==> src/rtl/x_echo_tester.sv <==
`default_nettype none
// +--------------------------------------------------------------------------+
// | Module      : x_echo_tester (with x_uart_tx, x_uart_rx)                  |
// | Description : UART echo-path link initiator. Sends a pattern of bytes,   |
// |               waits for each echo (stop-and-wait), compares it, and      |
// |               reports mismatches, a timeout flag and a pass/fail result. |
// | Options     : X_ECHO_TESTER_LFSR_EN - pattern advances as an 8-bit       |
// |               Galois LFSR (taps 8'hB8); otherwise it increments.         |
// | Revision    : 1.0 - initial release                                      |
// +--------------------------------------------------------------------------+

// UART transmitter: 8N1, LSB first, accepts a byte only while idle.
module x_uart_tx #(
  parameter int p_clk_hz = 12000000,
  parameter int p_baud   = 115200
) (
  input  logic       i_clk,
  input  logic       i_rst,
  input  logic       i_valid,
  input  logic [7:0] i_data,
  output logic       o_accept,
  output logic       o_tx
);
  localparam int c_div = p_clk_hz / p_baud;
  localparam int c_cw  = $clog2(c_div);
  localparam logic [c_cw-1:0] c_last = c_cw'(c_div - 1);

  logic            r_busy;
  logic            r_tx;
  logic [8:0]      r_shift;   // data bits then stop bit, shifted out LSB first
  logic [3:0]      r_bit;
  logic [c_cw-1:0] r_baud;

  assign o_accept = i_valid && !r_busy;
  assign o_tx     = r_tx;

  // Bit timing and shift-out; the start bit is driven on the accept edge.
  always_ff @(posedge i_clk) begin
    if (i_rst) begin
      r_busy  <= 1'b0;
      r_tx    <= 1'b1;
      r_shift <= 9'h1FF;
      r_bit   <= 4'd0;
      r_baud  <= '0;
    end else if (!r_busy) begin
      if (i_valid) begin
        r_busy  <= 1'b1;
        r_tx    <= 1'b0;
        r_shift <= {1'b1, i_data};
        r_bit   <= 4'd0;
        r_baud  <= '0;
      end
    end else if (r_baud == c_last) begin
      r_baud <= '0;
      if (r_bit == 4'd9) begin
        r_busy <= 1'b0;
        r_tx   <= 1'b1;
      end else begin
        r_tx    <= r_shift[0];
        r_shift <= {1'b1, r_shift[8:1]};
        r_bit   <= r_bit + 4'd1;
      end
    end else begin
      r_baud <= r_baud + 1'b1;
    end
  end
endmodule

// UART receiver: 8N1, samples mid-bit, drops frames with a bad start or stop.
module x_uart_rx #(
  parameter int p_clk_hz = 12000000,
  parameter int p_baud   = 115200
) (
  input  logic       i_clk,
  input  logic       i_rst,
  input  logic       i_rx,
  output logic       o_valid,
  output logic [7:0] o_data
);
  localparam int c_div = p_clk_hz / p_baud;
  localparam int c_cw  = $clog2(c_div);
  localparam logic [c_cw-1:0] c_last = c_cw'(c_div - 1);
  localparam logic [c_cw-1:0] c_half = c_cw'(c_div / 2);

  logic            r_sync1;
  logic            r_sync2;
  logic            r_busy;
  logic            r_valid;
  logic [3:0]      r_bit;     // 0 = start, 1..8 = data, 9 = stop
  logic [7:0]      r_data;
  logic [c_cw-1:0] r_cnt;

  assign o_valid = r_valid;
  assign o_data  = r_data;

  // Input synchroniser plus mid-bit sampling state machine.
  always_ff @(posedge i_clk) begin
    if (i_rst) begin
      r_sync1 <= 1'b1;
      r_sync2 <= 1'b1;
      r_busy  <= 1'b0;
      r_valid <= 1'b0;
      r_bit   <= 4'd0;
      r_data  <= 8'h00;
      r_cnt   <= '0;
    end else begin
      r_sync1 <= i_rx;
      r_sync2 <= r_sync1;
      r_valid <= 1'b0;
      if (!r_busy) begin
        if (!r_sync2) begin
          r_busy <= 1'b1;
          r_cnt  <= c_half;
          r_bit  <= 4'd0;
        end
      end else if (r_cnt != '0) begin
        r_cnt <= r_cnt - 1'b1;
      end else begin
        r_cnt <= c_last;
        if (r_bit == 4'd0) begin
          if (r_sync2) r_busy <= 1'b0;   // glitch, not a real start bit
          else         r_bit  <= 4'd1;
        end else if (r_bit == 4'd9) begin
          r_busy  <= 1'b0;
          r_valid <= r_sync2;
        end else begin
          r_data <= {r_sync2, r_data[7:1]};
          r_bit  <= r_bit + 4'd1;
        end
      end
    end
  end
endmodule

// Echo tester top level.
module x_echo_tester #(
  parameter int         p_clk_hz        = 12000000,
  parameter int         p_baud          = 115200,
  parameter int         p_timeout_bytes = 4,
  parameter logic [7:0] p_seed          = 8'hA5
) (
  input  logic        i_clk,
  input  logic        i_rst,
  input  logic        i_start,
  input  logic [15:0] i_count,
  input  logic        i_rx,
  output logic        o_tx,
  output logic        o_busy,
  output logic        o_done,
  output logic        o_pass,
  output logic [15:0] o_err_count,
  output logic        o_timeout
);
  localparam int c_div   = p_clk_hz / p_baud;
  localparam int c_limit = p_timeout_bytes * 10 * c_div;
  localparam int c_tw    = $clog2(c_limit + 1);
  localparam logic [c_tw-1:0] c_limit_w = c_tw'(c_limit);

  localparam logic [1:0] S_IDLE = 2'd0;
  localparam logic [1:0] S_SEND = 2'd1;
  localparam logic [1:0] S_WAIT = 2'd2;
  localparam logic [1:0] S_DONE = 2'd3;

  logic [1:0]      r_state;
  logic [15:0]     r_remaining;
  logic [7:0]      r_cur;
  logic [15:0]     r_err;
  logic            r_to;
  logic            r_pass;
  logic [c_tw-1:0] r_tmo_cnt;

  logic        w_rst_hi;
  logic        w_tx_valid;
  logic        w_tx_accept;
  logic        w_rx_valid;
  logic [7:0]  w_rx_data;
  logic [7:0]  w_next_pat;
  logic [15:0] w_err_inc;
  logic [15:0] w_err_nx;

  assign w_rst_hi   = ~i_rst;
  assign w_tx_valid = (r_state == S_SEND);

`ifdef X_ECHO_TESTER_LFSR_EN
  assign w_next_pat = (r_cur >> 1) ^ (r_cur[0] ? 8'hB8 : 8'h00);
`else
  assign w_next_pat = r_cur + 8'd1;
`endif

  // Error count saturates rather than wrapping to zero (which would read as a pass).
  assign w_err_inc = (r_err == 16'hFFFF) ? r_err : (r_err + 16'd1);
  assign w_err_nx  = (w_rx_data != r_cur) ? w_err_inc : r_err;

  assign o_busy      = (r_state != S_IDLE);
  assign o_done      = (r_state == S_DONE);
  assign o_pass      = r_pass;
  assign o_err_count = r_err;
  assign o_timeout   = r_to;

  x_uart_tx #(
    .p_clk_hz (p_clk_hz),
    .p_baud   (p_baud)
  ) u_tx (
    .i_clk    (i_clk),
    .i_rst    (w_rst_hi),
    .i_valid  (w_tx_valid),
    .i_data   (r_cur),
    .o_accept (w_tx_accept),
    .o_tx     (o_tx)
  );

  x_uart_rx #(
    .p_clk_hz (p_clk_hz),
    .p_baud   (p_baud)
  ) u_rx (
    .i_clk   (i_clk),
    .i_rst   (w_rst_hi),
    .i_rx    (i_rx),
    .o_valid (w_rx_valid),
    .o_data  (w_rx_data)
  );

  // Run control: one byte outstanding at a time; echo beats timeout on a tie.
  always_ff @(posedge i_clk) begin
    if (!i_rst) begin
      r_state     <= S_IDLE;
      r_remaining <= 16'd0;
      r_cur       <= p_seed;
      r_err       <= 16'd0;
      r_to        <= 1'b0;
      r_pass      <= 1'b0;
      r_tmo_cnt   <= '0;
    end else begin
      case (r_state)
        S_IDLE: begin
          if (i_start) begin
            r_err  <= 16'd0;
            r_to   <= 1'b0;
            r_pass <= (i_count == 16'd0);
            if (i_count == 16'd0) begin
              r_state <= S_DONE;
            end else begin
              r_remaining <= i_count;
              r_cur       <= p_seed;
              r_state     <= S_SEND;
            end
          end
        end
        S_SEND: begin
          if (w_tx_accept) begin
            r_tmo_cnt <= '0;
            r_state   <= S_WAIT;
          end
        end
        S_WAIT: begin
          if (w_rx_valid) begin
            r_err       <= w_err_nx;
            r_cur       <= w_next_pat;
            r_remaining <= r_remaining - 16'd1;
            if (r_remaining == 16'd1) begin
              r_pass  <= (w_err_nx == 16'd0);
              r_state <= S_DONE;
            end else begin
              r_state <= S_SEND;
            end
          end else if (r_tmo_cnt == c_limit_w) begin
            r_to    <= 1'b1;
            r_err   <= w_err_inc;
            r_pass  <= 1'b0;
            r_state <= S_DONE;
          end else begin
            r_tmo_cnt <= r_tmo_cnt + 1'b1;
          end
        end
        S_DONE: begin
          r_state <= S_IDLE;
        end
        default: begin
          r_state <= S_IDLE;
        end
      endcase
    end
  end
endmodule
`default_nettype wire
==> config.mk <==
export PLATFORM = sky130hd
export DESIGN_NAME = x_echo_tester
export DESIGN_NICKNAME = d
export VERILOG_FILES = /design/src/rtl/x_echo_tester.sv
export SDC_FILE = /design/constraint.sdc
export NUM_CORES = 1
export LEC_CHECK = 0
export ABC_CLOCK_PERIOD_IN_PS = 7160
export CAP_MARGIN = 15
export CORE_AREA = 8 8 109 111
export CTS_CLUSTER_DIAMETER = 40
export DETAILED_ROUTE_END_ITERATION = 7
export DIE_AREA = 0 0 117 119
export PLACE_DENSITY = 0.8
export SLEW_MARGIN = 20
export SYNTH_ARGS = -nofsm -noshare
export SYNTH_HDL_FRONTEND = slang
export SYNTH_HIERARCHICAL = 1
export SYNTH_SLANG_ARGS = --single-unit
==> constraint.sdc <==
create_clock -name i_clk -period 7.16 [get_ports i_clk]
set_clock_uncertainty 0.1 [all_clocks]
set_input_delay 0.716 -clock i_clk [delete_from_list [all_inputs] [get_ports i_clk]]
set_output_delay 0.716 -clock i_clk [all_outputs]
set_load 0.01 [all_outputs]
==> impl_metrics.tcl, run 1 <==
set metrics [dict create \
    status "completed" \
    power_density_nw_per_um2 184 \
    syn_inst 739 \
    synth_edf_count 0 \
    remaining_drc_errors 0 \
    crit_type "input port to register" \
    intPower_uw 838 \
    hold_class "register to register" \
    cts.clk_slew.worst_paths_ns 0.10 \
    avgRoutedWirePerCell_um 15.8 \
    power_switching_share 0.303 \
    fmax_mhz 322 \
    synth_top_cell_area_share 0.341 \
    syn_area_per_cell_um2 8.03 \
    fill_cells 891 \
    synth_seq_cells 101 \
    synth_nets 773 \
    yosysMostFrequentCell "dfxtp_1" \
    ios 41 \
    maxSlewViolCount 0 \
    dieArea_um2 13900 \
    clock_power_share 0.309 \
    power.leakage_uw 0.00232 \
    required_ns 7.34 \
    yosysWarnings 6 \
    dp_worst_setup_slack_ns 3.69 \
    wl_um 14000 \
    crit_arrival_ns 3.29 \
    ctsResizeCount 0 \
    p_sw_uw 364 \
    ctsHoldBuffers 0 \
    rows 37 \
    grt_pass1_vias 4960 \
    drtIter0Drc 488 \
    die_h_um 119 \
    vias 5470 \
    ant_nets 0 \
    cap_violations 0 \
    timing.final.crit_share 0.434 \
    root_buffer "clkbuf_8" \
    cp-start-kind "input port" \
    clk_latency_ns 0.39 \
    antenna_cells 0 \
    cts_tree "done" \
    finalNetCount 782 \
    sequentialPowerShare 0.516 \
    start_util 0.588 \
    grt_max_degree 45 \
    drive_gt1_frac 0.0730 \
    tns_ns 0 \
    synth_flop_cell "dfxtp_1" \
    grt_pass1_wl_um 23600 \
    coreArea_um2 10100 \
    worst_pin_slew_ns 0.917 \
    synthesis.area_um2 5930 \
    syn_to_final_growth_pct 10.1 \
    synth_seq_area_share 0.341 \
    dr.pass1.iters 5 \
    vdd_ir_drop_max_v 0.000144 \
    dp_hpwl_um 9910 \
    setup_viol 0 \
    synth.area.top_cells "dfxtp_1 34%, nor2_1 5.3%, a21oi_1 4.0%, nand2_1 3.8%, mux2i_1 3.5%" \
    io_buffers 40 \
    timing.final.ws_setup_ns 4.05 \
    synthArstFlopShare 0 \
    power_frac_comb 0.175 \
    routed_via_density 6.15 \
    htreeDepth 3 \
    final.min_clock_period_ns 3.11 \
    chipWidth_um 117 \
    gr-total-overflow 0 \
    grt_usage 0.205 \
    cts_buffers 9 \
    endpoint_kind "register" \
    antenna_found_initial 0 \
    rsz0062_at_grt "false" \
    place.gp.congestion 0.902 \
    clkSinkCount 101 \
    hold_violations 0 \
    synthTopCellsByCount "101 x dfxtp_1, 84 x nor2_1, 60 x nand2_1" \
    yosysUniqueCellTypes 87 \
    slew-limit-headroom 0.388 \
    yosys.area.top_type "dfxtp_1" \
    clockBufferDepth 2 \
    critPathMaxFanout 44 \
    cts_setup_buffers 0 \
]
[kinds of logic after synthesis]
group | synth area share
mux | 0.0436
xor+xnor | 0.0413
compound gates | 0.208
flops | 0.341
simple gates | 0.286
buf+inv | 0.0514
fa+ha+maj | 0.0295
[metal layers]
layer	wire, um	GRT usage	vias up
li1	-	-	2699
met5	0	0	-
met1	6510	0.261	2586
met4	185	0.0793	0
met2	6460	0.324	171
met3	862	0.0495	14
[path summary, 6_finish.rpt]
check,startpoint,depth (start not counted),to,slack (ns)
setup / recovery,i_rst,6,u_tx/r_bit[1]$_SDFFE_PP0P_,4.05
hold / removal,u_rx/r_sync1$_SDFF_PP1_,1,u_rx/r_sync2$_SDFF_PP1_,0.32
setup reg to reg,o_err_count[8]$_SDFFE_PN0P_,7,o_pass$_SDFFE_PN0P_,4.06
hold reg to reg,u_rx/r_sync1$_SDFF_PP1_,1,u_rx/r_sync2$_SDFF_PP1_,0.32
[power groups by stage]
stage / logic [uW] / clock network [uW] / registers, uW
global placement: 202 / 0 / 631
global route: 233 / 404 / 625
finish: 210 / 371 / 620
CTS: 209 / 382 / 619
floorplan: 159 / 0 / 619
detailed placement: 208 / 0 / 632
[state kept, by name (all words and copies together), names as in the netlist, 2 cells and up]
signal        flops
o_err_count      16
r_remaining      16
r_tmo_cnt        13
r_cur             8
u_rx/o_data       8
u_tx/r_shift      8
u_rx/r_cnt        7
u_tx/r_baud       7
u_rx/r_bit        4
u_tx/r_bit        4
r_state           2
[critical path, cell delays in order]
cell and delay (ns):
clkdlybuf4s50_1 0.68, inv_2 0.73, buf_4 0.49, nand2b_1 0.30, nor2_1 0.08, mux2_4 0.26
[area by class of cell]
| class | count | area, um^2 | share of cell area |
|---|---|---|---|
| Clock inverter | 7 | 75.1 | 0.0115 |
| Tap cell | 136 | 170 | 0.0260 |
| Sequential cell | 101 | 2020 | 0.309 |
| Timing Repair Buffer | 45 | 438 | 0.0670 |
| Multi-Input combinational cell | 566 | 3610 | 0.553 |
| Clock buffer | 9 | 124 | 0.0190 |
| Inverter | 25 | 93.8 | 0.0144 |
[placed cells by master, fill, tap and decap left out, types with 21 or more instances in the layout]
cell and n:
mux2i_1 21, inv_1 24, nand3_1 22, nor3_1 27
nor2_1 84, o21ai_0 33, nand2_1 60, dfxtp_1 101
clkdlybuf4s50_1 40, xor2_1 21, a21oi_1 46
[metrics by stage]
stage	instances	area (um^2)	utilization	hold WS (ns)	power, uW
3_5_place_dp	873	6330	0.628	0.300	840
2_1_floorplan	739	5930	-	0.289	778
5_1_grt	889	6530	0.647	0.319	1260
3_3_place_gp	873	6330	0.628	0.295	833
4_1_cts	889	6530	0.647	0.316	1210
6_report	889	6530	0.647	0.319	1200
Power figures use the tool's default switching activity.
==> run 2: changes to the inputs <==
- ABC_CLOCK_PERIOD_IN_PS: 7160 -> 3250
- clock period: 7.16 -> 3.25 ns (I/O delays scaled with it)
==> impl_metrics.tcl, run 2 (same netlist as run 1, synthesis figures left out) <==
set metrics [dict create \
    status "completed" \
    required_ns 3.48 \
    maxSlewViolCount 0 \
    instances_no_fill 898 \
    wl_um 14800 \
    tns_ns 0 \
    coreArea_um2 10100 \
    regArea_um2 2020 \
    dieArea_um2 13900 \
    rows 37 \
    start_util 0.588 \
    die_h_um 119 \
    gr-total-overflow 0 \
    fmax_mhz 333 \
    avgRoutedWirePerCell_um 16.5 \
    max_stage_delay_ns 0.71 \
    drtIter0Drc 419 \
    io_buffers 40 \
    ctsHoldBuffers 0 \
    hold_violations 0 \
    vdd_ir_drop_max_v 0.000319 \
    hold_class "register to register" \
    cts_buffers 9 \
    crit_type "register to register" \
    dp_hpwl_um 10600 \
    cp_num_cells 7 \
    endpoint_kind "register" \
    chipWidth_um 117 \
    grt_usage 0.217 \
    antenna_found_initial 0 \
    layout_commonest_cell "dfxtp_1" \
    worst_pin_slew_ns 0.724 \
    crit_arrival_ns 3.24 \
    syn_to_final_growth_pct 11.3 \
    final.min_clock_period_ns 3.00 \
    htreeDepth 3 \
    cts_tree "done" \
    cts.clk_slew.worst_paths_ns 0.10 \
    timing.final.crit_share 0.924 \
    critPathSlowestCell "or4_1" \
    dr.pass1.iters 5 \
    r2r-end "o_pass$_SDFFE_PN0P_" \
    holdWs_ns 0.323 \
    routed_via_density 6.19 \
    ios 41 \
    clockBufferDepth 2 \
    path_delay_family "simple AND/OR/NAND/NOR gates" \
    remaining_drc_errors 0 \
    ctsResizeCount 0 \
    cts_setup_buffers 0 \
    clk_latency_ns 0.40 \
    power.leakage_uw 0.00238 \
    dp.cells 882 \
    place.gp.congestion 0.953 \
    critPathMaxFanout 9 \
    cap_violations 0 \
    path_cells "nand4_2, or4_1, a211oi_2, mux2i_1, o221ai_1, or4_1, o21ai_1" \
    grt_max_degree 36 \
    drive_gt1_frac 0.0840 \
    crit_end "o_pass$_SDFFE_PN0P_" \
    clkSinkCount 101 \
    root_buffer "clkbuf_8" \
    critPathLaunch "o_err_count[4]$_SDFFE_PN0P_" \
    rrSetupSlack_ns 0.25 \
    mostFrequentLayoutCells "101 x dfxtp_1, 84 x nor2_1, 60 x nand2_1" \
    slew-limit-headroom 0.505 \
    rr_startpoint "o_err_count[4]$_SDFFE_PN0P_" \
    cp_num_buf_inv 0 \
    setup_viol 0 \
    power_density_nw_per_um2 406 \
    multi_input_area_um2 3610 \
    cp-start-kind "register" \
    crit_path_frequent_cell "or4_1" \
    vias 5559 \
    fill_cells 903 \
    grt_pass1_wl_um 24700 \
    finalNetCount 791 \
    r2r_cells 7 \
    rsz0062_at_grt "false" \
    antenna_cells 0 \
    grt_pass1_vias 5286 \
    ant_nets 0 \
]
-- run 2: cell types whose count changed in the layout (fill, tap and decap cells not counted) --
cell        before  now
clkinvlp_4       3    1
buf_4            5   14
clkinv_4         1    2
inv_6            1    3
clkinv_2         1    0
-- run 2: cell type report --
cell class	count	share of cell area
well taps	136	0.0258
multi-input cells	566	0.546
flip-flops and latches	101	0.306
clock buffers	9	0.0187
inverters	25	0.0142
clock inverters	7	0.0123
repair buffers	54	0.0765
-- run 2: power breakdown --
part,switching (uW),leakage [uW],internal [uW]
clock network,475,0.000101,366
logic,285,0.00145,200
registers,64.4,0.000821,1290
-- run 2: worst min-delay path by stage --
| stage | from | to | cells after the start | slack, ns |
|---|---|---|---|---|
| after global placement | u_rx/r_sync1$_SDFF_PP1_ | u_rx/r_sync2$_SDFF_PP1_ | 1 | 0.30 |
| after global routing | u_rx/r_sync1$_SDFF_PP1_ | u_rx/r_sync2$_SDFF_PP1_ | 1 | 0.35 |
| after detailed placement | u_rx/r_sync1$_SDFF_PP1_ | u_rx/r_sync2$_SDFF_PP1_ | 1 | 0.30 |
| after CTS | u_rx/r_sync1$_SDFF_PP1_ | u_rx/r_sync2$_SDFF_PP1_ | 1 | 0.33 |
| after floorplan | u_rx/r_sync1$_SDFF_PP1_ | u_rx/r_sync2$_SDFF_PP1_ | 1 | 0.29 |
| final | u_rx/r_sync1$_SDFF_PP1_ | u_rx/r_sync2$_SDFF_PP1_ | 1 | 0.32 |
-- run 2: stage by stage --
| step | setup slack (ns) | instance area, um^2 | total power (uW) | utilization |
|---|---|---|---|---|
| after floorplan | 0.558 | 5930 | 1710 | - |
| after global placement | 0.395 | 6400 | 1850 | 0.634 |
| after detailed placement | 0.332 | 6400 | 1870 | 0.634 |
| after CTS | 0.301 | 6610 | 2710 | 0.655 |
| after global routing | 0.0940 | 6610 | 2810 | 0.655 |
| final | 0.246 | 6610 | 2690 | 0.655 |
-- run 2: layer usage --
layer / GRT usage / vias up / part of all wire
met1: 0.257 / 2634 / 0.43
li1: - / 2720 / -
met3: 0.0536 / 33 / 0.058
met2: 0.363 / 172 / 0.48
met5: 0 / - / 0
met4: 0.0913 / 0 / 0.024
==> run 3: changes to the inputs <==
- CORE_AREA: 8 8 109 111 -> 2 2 103 105
- DIE_AREA: 0 0 117 119 -> 0 0 105 107
- PLACE_DENSITY: 0.8 -> unset
- PLACE_DENSITY_LB_ADDON: unset -> 0.3
==> impl_metrics.tcl, run 3 (same netlist as run 1, synthesis figures left out) <==
set metrics [dict create \
    die_h_um 107 \
    routed_via_density 6.23 \
    endpoint_kind "register" \
    clockBufferDepth 2 \
    syn_to_final_growth_pct 10.7 \
    antenna_found_initial 0 \
    dp.cells 881 \
    cts_buffers 9 \
    layout_commonest_cell "dfxtp_1" \
    drtIter0Drc 525 \
    dr.pass1.iters 5 \
    r2r-end "o_pass$_SDFFE_PN0P_" \
    tns_ns 0 \
    setup_viol 0 \
    ant_nets 0 \
    chipWidth_um 105 \
    power.leakage_uw 0.00236 \
    crit_arrival_ns 3.26 \
    instances_no_fill 894 \
    cap_violations 0 \
    clk_latency_ns 0.39 \
    vias 5566 \
    status "completed" \
    clkSinkCount 101 \
    vdd_ir_drop_max_v 0.000321 \
    timing.final.ws_setup_ns 0.216 \
    timing.final.crit_share 0.933 \
    avgRoutedWirePerCell_um 15.8 \
    io_buffers 40 \
    rr_startpoint "o_err_count[4]$_SDFFE_PN0P_" \
    antenna_cells 0 \
    cts_setup_buffers 0 \
    htreeDepth 3 \
    required_ns 3.48 \
    rsz0062_at_grt "false" \
    rows 37 \
    cts_tree "done" \
    slew-limit-headroom 0.462 \
    dp_worst_setup_slack_ns 0.271 \
    worstHoldStart "u_rx/r_sync1$_SDFF_PP1_" \
    min_to "u_rx/r_sync2$_SDFF_PP1_" \
    place.gp.congestion 0.943 \
    rrSetupSlack_ns 0.22 \
    gr-total-overflow 0 \
    drive_gt1_frac 0.0778 \
    cts.clk_slew.worst_paths_ns 0.09 \
    hold_violations 0 \
    crit_type "register to register" \
    finalNetCount 790 \
    root_buffer "clkbuf_8" \
    whs_path_depth 1 \
    dieArea_um2 11200 \
    power_uw 2600 \
    grt_pass1_wl_um 24100 \
    grt_max_degree 56 \
    power_density_nw_per_um2 396 \
    critPathMaxFanout 9 \
    fmax_mhz 330 \
    worst_pin_slew_ns 0.786 \
    ctsHoldBuffers 0 \
    remaining_drc_errors 0 \
    final.min_clock_period_ns 3.03 \
    ios 41 \
    grt_pass1_vias 5178 \
    coreArea_um2 10100 \
    grt_usage 0.260 \
    cp-start-kind "register" \
    dp_hpwl_um 10000 \
    r2r_cells 7 \
    start_util 0.588 \
    ctsResizeCount 0 \
    wl_um 14200 \
    mostFrequentLayoutCells "101 x dfxtp_1, 84 x nor2_1, 60 x nand2_1" \
    hold_class "register to register" \
    maxSlewViolCount 0 \
]
[run 3: how the worst max path moves through the flow]
stage / startpoint / endpoint / slack, ns / depth (start not counted)
5_1_grt: o_err_count[10]$_SDFFE_PN0P_ / o_pass$_SDFFE_PN0P_ / 0.09 / 7
3_3_place_gp: o_err_count[4]$_SDFFE_PN0P_ / o_pass$_SDFFE_PN0P_ / 0.29 / 7
3_5_place_dp: i_count[7] / r_remaining[3]$_SDFFE_PN0P_ / 0.27 / 8
6_report: o_err_count[4]$_SDFFE_PN0P_ / o_pass$_SDFFE_PN0P_ / 0.22 / 7
2_1_floorplan: o_err_count[4]$_SDFFE_PN0P_ / o_pass$_SDFFE_PN0P_ / 0.56 / 9
4_1_cts: o_err_count[4]$_SDFFE_PN0P_ / o_pass$_SDFFE_PN0P_ / 0.26 / 7
[run 3: layout make-up]
cell class / instances / area (um^2)
Multi-Input combinational cell: 566 / 3620
Sequential cell: 101 / 2020
Inverter: 25 / 93.8
Clock buffer: 10 / 128
Timing Repair Buffer: 53 / 498
Tap cell: 136 / 170
Fill cell: 926 / 3520
Clock inverter: 3 / 40.0
[run 3: worst max-delay path: stages (launching register included)]
cell	delay, ns
dfxtp_1	0.52
nand4_2	0.23
or4_1	0.68
a211oi_2	0.27
mux2i_1	0.30
o221ai_1	0.19
or4_1	0.55
o21ai_1	0.13
[run 3: per-stage QoR]
stage	area (um^2)	utilization	hold WS [ns]
global placement	6390	0.634	0.290
global route	6570	0.651	0.340
floorplan	5930	-	0.289
CTS	6560	0.650	0.324
detailed placement	6390	0.634	0.302
finish	6570	0.651	0.321
[run 3: per-layer routing]
metal,vias up,share of wire,track usage
met1,2632,0.44,0.335
met5,-,0,0
met3,19,0.055,0.0602
met2,186,0.49,0.433
li1,2729,-,-
met4,0,0.014,0.0838
[run 3: power by group]
| part | total, uW | switching, uW | internal, uW | leakage (uW) |
|---|---|---|---|---|
| registers | 1360 | 67.4 | 1290 | 0.000821 |
| clock network | 763 | 422 | 341 | 0.0000878 |
| logic | 478 | 280 | 199 | 0.00145 |
| total | 2600 | 769 | 1830 | 0.00236 |
